`src/rtl/wb_bridge_pkg.sv`:
```
// Shared types and constants for the management-port Wishbone bridge.
// Holds the FSM encoding, the downstream request record, and the status register layout.
package wb_bridge_pkg;

    typedef enum logic [1:0] {
        IDLE,
        LOCAL,
        REQ,
        RESP
    } state_t;

    typedef struct packed {
        logic        we;
        logic [3:0]  sel;
        logic [31:0] adr;
        logic [31:0] dat;
    } wb_req_t;

    localparam logic [31:0] LOCAL_ADDR = 32'h3080_0000;
    localparam logic [31:0] ERR_DATA   = 32'hDEAD_DEAD;
    localparam logic [7:0]  BANK_RST   = 8'h10;

    localparam int TO_BIT  = 16;
    localparam int ERR_BIT = 17;

    function automatic logic [31:0] status_word(input logic [7:0] bank,
                                                input logic       to_flag,
                                                input logic       err_flag);
        logic [31:0] w;
        w          = '0;
        w[7:0]     = bank;
        w[TO_BIT]  = to_flag;
        w[ERR_BIT] = err_flag;
        return w;
    endfunction

endpackage

```
`src/rtl/wb_bridge_tocnt.sv`:
```
// Purpose: counts cycles a forwarded request has been outstanding; flags the last allowed cycle.
// Latency: expire is combinational from the count, asserted on the TIMEOUT-th enabled cycle.
// Backpressure: none; clr has priority over en and returns the count to zero on the next edge.
module wb_bridge_tocnt #(
    parameter int unsigned TIMEOUT = 255
) (
    input  logic clk,
    input  logic rst,
    input  logic clr,
    input  logic en,
    output logic expire
);

    localparam logic [7:0] LAST = 8'(TIMEOUT - 1);

    logic [7:0] cnt;

    always_ff @(posedge clk) begin
        if (rst || clr) begin
            cnt <= '0;
        end else if (en) begin
            cnt <= cnt + 8'd1;
        end
    end

    assign expire = en && (cnt == LAST);

endmodule

```
`src/rtl/wb_ext_bridge.sv`:
```
// Purpose: re-issues management-SoC Wishbone transfers onto the internal bus with a banked top byte.
// Latency: local register ack 2 cycles after stb; forwarded ack 1 cycle after downstream ack/err/timeout.
// Backpressure: one transfer in flight; the requester waits on wbd_ext_ack_o, downstream waits on m_ack_i.
module wb_ext_bridge #(
    parameter int unsigned TIMEOUT    = 255,
    parameter logic [31:0] LOCAL_ADDR = wb_bridge_pkg::LOCAL_ADDR,
    parameter logic [7:0]  BANK_RST   = wb_bridge_pkg::BANK_RST,
    parameter logic [31:0] ERR_DATA   = wb_bridge_pkg::ERR_DATA
) (
    input  logic        wb_clk_i,
    input  logic        wb_rst_i,
    input  logic        wbd_ext_cyc_i,
    input  logic        wbd_ext_stb_i,
    input  logic        wbd_ext_we_i,
    input  logic [3:0]  wbd_ext_sel_i,
    input  logic [31:0] wbd_ext_adr_i,
    input  logic [31:0] wbd_ext_dat_i,
    output logic        wbd_ext_ack_o,
    output logic [31:0] wbd_ext_dat_o,
    output logic        m_cyc_o,
    output logic        m_stb_o,
    output logic        m_we_o,
    output logic [3:0]  m_sel_o,
    output logic [31:0] m_adr_o,
    output logic [31:0] m_dat_o,
    input  logic [31:0] m_dat_i,
    input  logic        m_ack_i,
    input  logic        m_err_i,
    output logic        bridge_err_o
);

    import wb_bridge_pkg::*;

    state_t  state;
    wb_req_t m_req_q;
    logic    [7:0] bank;
    logic    to_flag;
    logic    err_flag;

    logic ext_req;
    logic req_done;
    logic cnt_clr;
    logic cnt_en;
    logic cnt_exp;

    assign ext_req  = wbd_ext_cyc_i && wbd_ext_stb_i;
    assign req_done = (state == REQ) &&
                      (!wbd_ext_cyc_i || m_ack_i || m_err_i || cnt_exp);
    assign cnt_en   = (state == REQ);
    assign cnt_clr  = (state != REQ) || req_done;

    wb_bridge_tocnt #(
        .TIMEOUT (TIMEOUT)
    ) u_tocnt (
        .clk     (wb_clk_i),
        .rst     (wb_rst_i),
        .clr     (cnt_clr),
        .en      (cnt_en),
        .expire  (cnt_exp)
    );

    always_ff @(posedge wb_clk_i) begin
        if (wb_rst_i) begin
            state         <= IDLE;
            m_req_q       <= '0;
            m_cyc_o       <= 1'b0;
            m_stb_o       <= 1'b0;
            wbd_ext_ack_o <= 1'b0;
            wbd_ext_dat_o <= '0;
            bank          <= BANK_RST;
            to_flag       <= 1'b0;
            err_flag      <= 1'b0;
        end else begin
            case (state)
                IDLE: begin
                    if (ext_req && (wbd_ext_adr_i == LOCAL_ADDR)) begin
                        state <= LOCAL;
                    end else if (ext_req) begin
                        state   <= REQ;
                        m_cyc_o <= 1'b1;
                        m_stb_o <= 1'b1;
                        m_req_q <= '{we:  wbd_ext_we_i,
                                     sel: wbd_ext_sel_i,
                                     adr: {bank, wbd_ext_adr_i[23:0]},
                                     dat: wbd_ext_dat_i};
                    end
                end

                // The requester holds its bus until ack, so the live inputs are used here.
                // Flags are only set in REQ, so a clear can never race a new event.
                LOCAL: begin
                    if (wbd_ext_we_i) begin
                        if (wbd_ext_sel_i[0]) begin
                            bank <= wbd_ext_dat_i[7:0];
                        end
                        if (wbd_ext_sel_i[2] && wbd_ext_dat_i[TO_BIT]) begin
                            to_flag <= 1'b0;
                        end
                        if (wbd_ext_sel_i[2] && wbd_ext_dat_i[ERR_BIT]) begin
                            err_flag <= 1'b0;
                        end
                        wbd_ext_dat_o <= '0;
                    end else begin
                        wbd_ext_dat_o <= status_word(bank, to_flag, err_flag);
                    end
                    wbd_ext_ack_o <= 1'b1;
                    state         <= RESP;
                end

                REQ: begin
                    if (req_done) begin
                        m_cyc_o <= 1'b0;
                        m_stb_o <= 1'b0;
                    end
                    if (!wbd_ext_cyc_i) begin
                        state <= IDLE;
                    end else if (m_ack_i) begin
                        wbd_ext_dat_o <= m_req_q.we ? 32'h0 : m_dat_i;
                        wbd_ext_ack_o <= 1'b1;
                        state         <= RESP;
                    end else if (m_err_i) begin
                        wbd_ext_dat_o <= m_req_q.we ? 32'h0 : ERR_DATA;
                        wbd_ext_ack_o <= 1'b1;
                        err_flag      <= 1'b1;
                        state         <= RESP;
                    end else if (cnt_exp) begin
                        wbd_ext_dat_o <= m_req_q.we ? 32'h0 : ERR_DATA;
                        wbd_ext_ack_o <= 1'b1;
                        to_flag       <= 1'b1;
                        state         <= RESP;
                    end
                end

                RESP: begin
                    wbd_ext_ack_o <= 1'b0;
                    wbd_ext_dat_o <= '0;
                    state         <= IDLE;
                end

                default: state <= IDLE;
            endcase
        end
    end

    assign m_we_o       = m_req_q.we;
    assign m_sel_o      = m_req_q.sel;
    assign m_adr_o      = m_req_q.adr;
    assign m_dat_o      = m_req_q.dat;
    assign bridge_err_o = to_flag || err_flag;

endmodule

```
`config.mk`:
```
export PLATFORM = sky130hd
export DESIGN_NAME = wb_ext_bridge
export DESIGN_NICKNAME = d
export VERILOG_FILES = /design/src/rtl/wb_bridge_pkg.sv /design/src/rtl/wb_bridge_tocnt.sv /design/src/rtl/wb_ext_bridge.sv
export SDC_FILE = /design/constraint.sdc
export NUM_CORES = 1
export LEC_CHECK = 0
export BUFFER_PORTS_ARGS = -buffer_cell sky130_fd_sc_hd__buf_2
export CAP_MARGIN = 20
export CORE_MARGIN = 2
export CORE_UTILIZATION = 25
export CTS_BUF_LIST = sky130_fd_sc_hd__clkbuf_16
export CTS_CLUSTER_SIZE = 16
export DETAILED_ROUTE_END_ITERATION = 8
export GPL_TIMING_DRIVEN = 1
export PLACE_DENSITY = 0.43
export SLEW_MARGIN = 5
export SYNTH_ARGS = -nofsm -noshare
export SYNTH_HDL_FRONTEND = slang
export SYNTH_SLANG_ARGS = --single-unit
```
`constraint.sdc`:
```
create_clock -name wb_clk_i -period 4.4 [get_ports wb_clk_i]
set_clock_uncertainty 0.05 [all_clocks]
set_input_delay 0 -clock wb_clk_i [delete_from_list [all_inputs] [get_ports wb_clk_i]]
set_output_delay 0 -clock wb_clk_i [all_outputs]
set_load 0.01 [all_outputs]
```
==> results.cfg <==
[cts]
cts_tree = yes
clock_path_buffers = 2
clkSinkCount = 123
post_cts_resized = 0
cts_max_level = 4
cts_buffers = 17
cts-root-buf = clkbuf_16
clk_latency_ns = 0.41
clkTransAtPathRegs_ns = 0.06

[run]
maxCapViolCount = 0

[critical_path]
arrival_ns = 2.79
timing.rr.start = state[0]
r2r_end = wbd_ext_dat_o[16]
reg2reg_slack_ns = 2.00
cp-start-kind = input port
critPathRequiredTime_ns = 4.69
crit_type = in -> reg
critPathCaptureType = flip-flop
cp_max_fo = 33
reg2regPathDepth = 3

[placed_design]
placed_cell_area_mm2 = 0.00692
gp_congestion = 0.718
dp_hpwl_um = 11900
portBuffers = 211

[final_layout]
most-common-layout-cells = buf_2, nand2b_1, dfxtp_1, dlygate4sd3_1, mux2i_1
fin_area_mm2 = 0.00839
syn_to_final_growth_pct = 45.4
insertedDiodeCount = 0
final_common_cell = buf_2
finalNetCount = 990
drive_above_1_share = 0.286

[power_and_ir_drop]
power_mw = 2.97
p_sw_uw = 774
p_comb_frac = 0.135
p_leak_nw = 3.83
power_density_mw_per_mm2 = 354
p_int_mw = 2.20
ir_worst_vdd_mv = 0.184
seqPwrFrac = 0.400
power_frac_clock = 0.465
swShare = 0.260

[detailed_routing]
vias_per_cell = 4.45
antenna_left = 0
dr.first_iter.drc_count = 195
routedWlPerCell_um = 15.3
num_vias = 5241
dr.pass1.iters = 5
drt-total-wl_um = 18000
drc_errors = 0

[timing]
hold_violations = 0
timing.setup.tns_ns = 0
max_freq_mhz = 400
tightestPinTransition_ns = 0.916
min_period_ns = 2.50
max-slew-margin-rel = 0.388
setup-violations-final = 0
drv_slew = 0
min_period_over_period = 0.567
rsz0062_at_grt = false

[min_path]
hold_start = m_dat_i[0]
min_path_cells = 4
holdPathEnd = wbd_ext_dat_o[0]
hp-class = in -> reg

[logic_synthesis]
ys_warn_count = 0
netlist_area_mm2 = 0.00577
syn_inst = 607
avgSynthCellArea_um2 = 9.51
synth_seq_cells = 123
synth.yosys.seq_area_share = 0.426
synthDistinctLibCells = 46
synth_nets = 716

[floorplan]
initial_core_util = 0.255
dieHeight_um = 156
io_pins = 212
dieArea_mm2 = 0.0243
rows = 55
die_x_um = 156
core_mm2 = 0.0226

[status]
status = complete, no violations

[global_routing]
gr-usage-all-layers = 0.147
grt_antenna_before_repair = 0
grt_max_degree = 95
overflow = 0
grt_pass1_wl_um = 28200
grt_pass1_vias = 5186
per-stage QoR:
step | util | hold WS [ns] | worst slack, ns | instances
6_report | 0.371 | 0.0434 | 1.90 | 1179
5_1_grt | 0.371 | 0.0660 | 1.74 | 1179
4_1_cts | 0.371 | 0.0253 | 1.90 | 1179
3_5_place_dp | 0.305 | 0.213 | 1.96 | 1057
3_3_place_gp | 0.305 | 0.212 | 1.98 | 1057
2_1_floorplan | - | 0.0743 | 2.85 | 607
flip-flops by register name, summed over array words and instances (netlist names), 2 cells and up:
| signal | count |
|---|---|
| m_adr_o | 32 |
| m_dat_o | 32 |
| wbd_ext_dat_o | 32 |
| bank | 8 |
| u_tocnt.cnt | 8 |
| m_sel_o | 4 |
| state | 2 |
critical path, stage by stage:
cell	delay (ns)
dlygate4sd3_1	0.54
buf_2	0.13
nor4_1	0.48
nand4_1	0.44
o211ai_4	0.34
buf_4	0.56
mux2i_1	0.26
synthesized netlist by cell type, drive strengths merged:
| library cell | instances | area (µm²) |
|---|---|---|
| or3b | 1 | 8.76 |
| o22ai | 1 | 6.26 |
| a221oi | 10 | 87.6 |
| buf | 23 | 236 |
| ha | 2 | 25.0 |
| inv | 2 | 7.51 |
| nand4 | 27 | 175 |
| a41o | 1 | 10.0 |
| a22oi | 10 | 75.1 |
| nand3 | 6 | 30.0 |
| o31a | 1 | 8.76 |
| nor3b | 1 | 7.51 |
| and4 | 1 | 8.76 |
| and2b | 2 | 15.0 |
| nor2 | 22 | 82.6 |
| xor2 | 6 | 52.6 |
| nand4b | 2 | 17.5 |
| a222oi | 1 | 10.0 |
| and2 | 3 | 18.8 |
| nor2b | 2 | 12.5 |
| a311oi | 1 | 8.76 |
| nor4b | 1 | 15.0 |
| a21oi | 35 | 175 |
| nand2 | 22 | 85.1 |
| o211ai | 24 | 185 |
| clkbuf | 29 | 109 |
| nand2b | 162 | 1010 |
| a41oi | 1 | 8.76 |
| nor4bb | 1 | 10.0 |
| or2 | 1 | 6.26 |
| nor4 | 6 | 37.5 |
| o21ai | 2 | 32.5 |
| clkinv | 1 | 3.75 |
| dfxtp | 123 | 2460 |
| mux2i | 69 | 691 |
| and3 | 2 | 12.5 |
| o21a | 1 | 7.51 |
| a211oi | 1 | 7.51 |
| nand3b | 1 | 7.51 |
power groups by stage:
stage               clock network [mW]  registers [mW]  logic, mW
finish                            1.38            1.19      0.401
global route                      1.48            1.19      0.439
CTS                               1.44            1.19      0.407
detailed placement                   0            1.21      0.343
global placement                     0            1.21      0.345
floorplan                            0            1.23      0.200
worst max path at each step:
stage	from	end	cells after the start
after floorplan	u_tocnt.cnt[0]	wbd_ext_dat_o[24]	8
after global placement	state[0]	wbd_ext_dat_o[0]	3
after detailed placement	state[0]	wbd_ext_dat_o[16]	3
after CTS	wbd_ext_adr_i[19]	m_dat_o[5]	7
final	wbd_ext_adr_i[19]	m_dat_o[3]	7
after global routing	state[0]	wbd_ext_dat_o[17]	3
cell type report:
| class | instances | area [µm²] |
|---|---|---|
| Clock buffer | 17 | 425 |
| Tap cell | 285 | 357 |
| Multi-Input combinational cell | 429 | 2970 |
| Sequential cell | 123 | 2460 |
| Clock inverter | 15 | 153 |
| Fill cell | 2291 | 14200 |
| Inverter | 3 | 11.3 |
| Timing Repair Buffer | 307 | 2020 |
repair_timing:
action                    4_1_cts  5_1_grt
hold buffers                   90        0
hold endpoints to repair      100        0
buffers inserted                0        0
logic make-up after synthesis:
family          synth area share
flops                      0.426
simple gates               0.271
mux                        0.120
buf+inv                   0.0618
compound gates             0.108
fa+ha+maj                0.00433
xor+xnor                 0.00910
layer usage:
layer  up-vias  track usage  part of all wire
met2       154        0.240              0.45
met3        16       0.0408             0.057
met4         0       0.0424             0.012
met1      2402        0.190              0.48
li1       2669            -                 -
met5         -            0                 0
No activity file was read; power rests on OpenSTA's default activity.
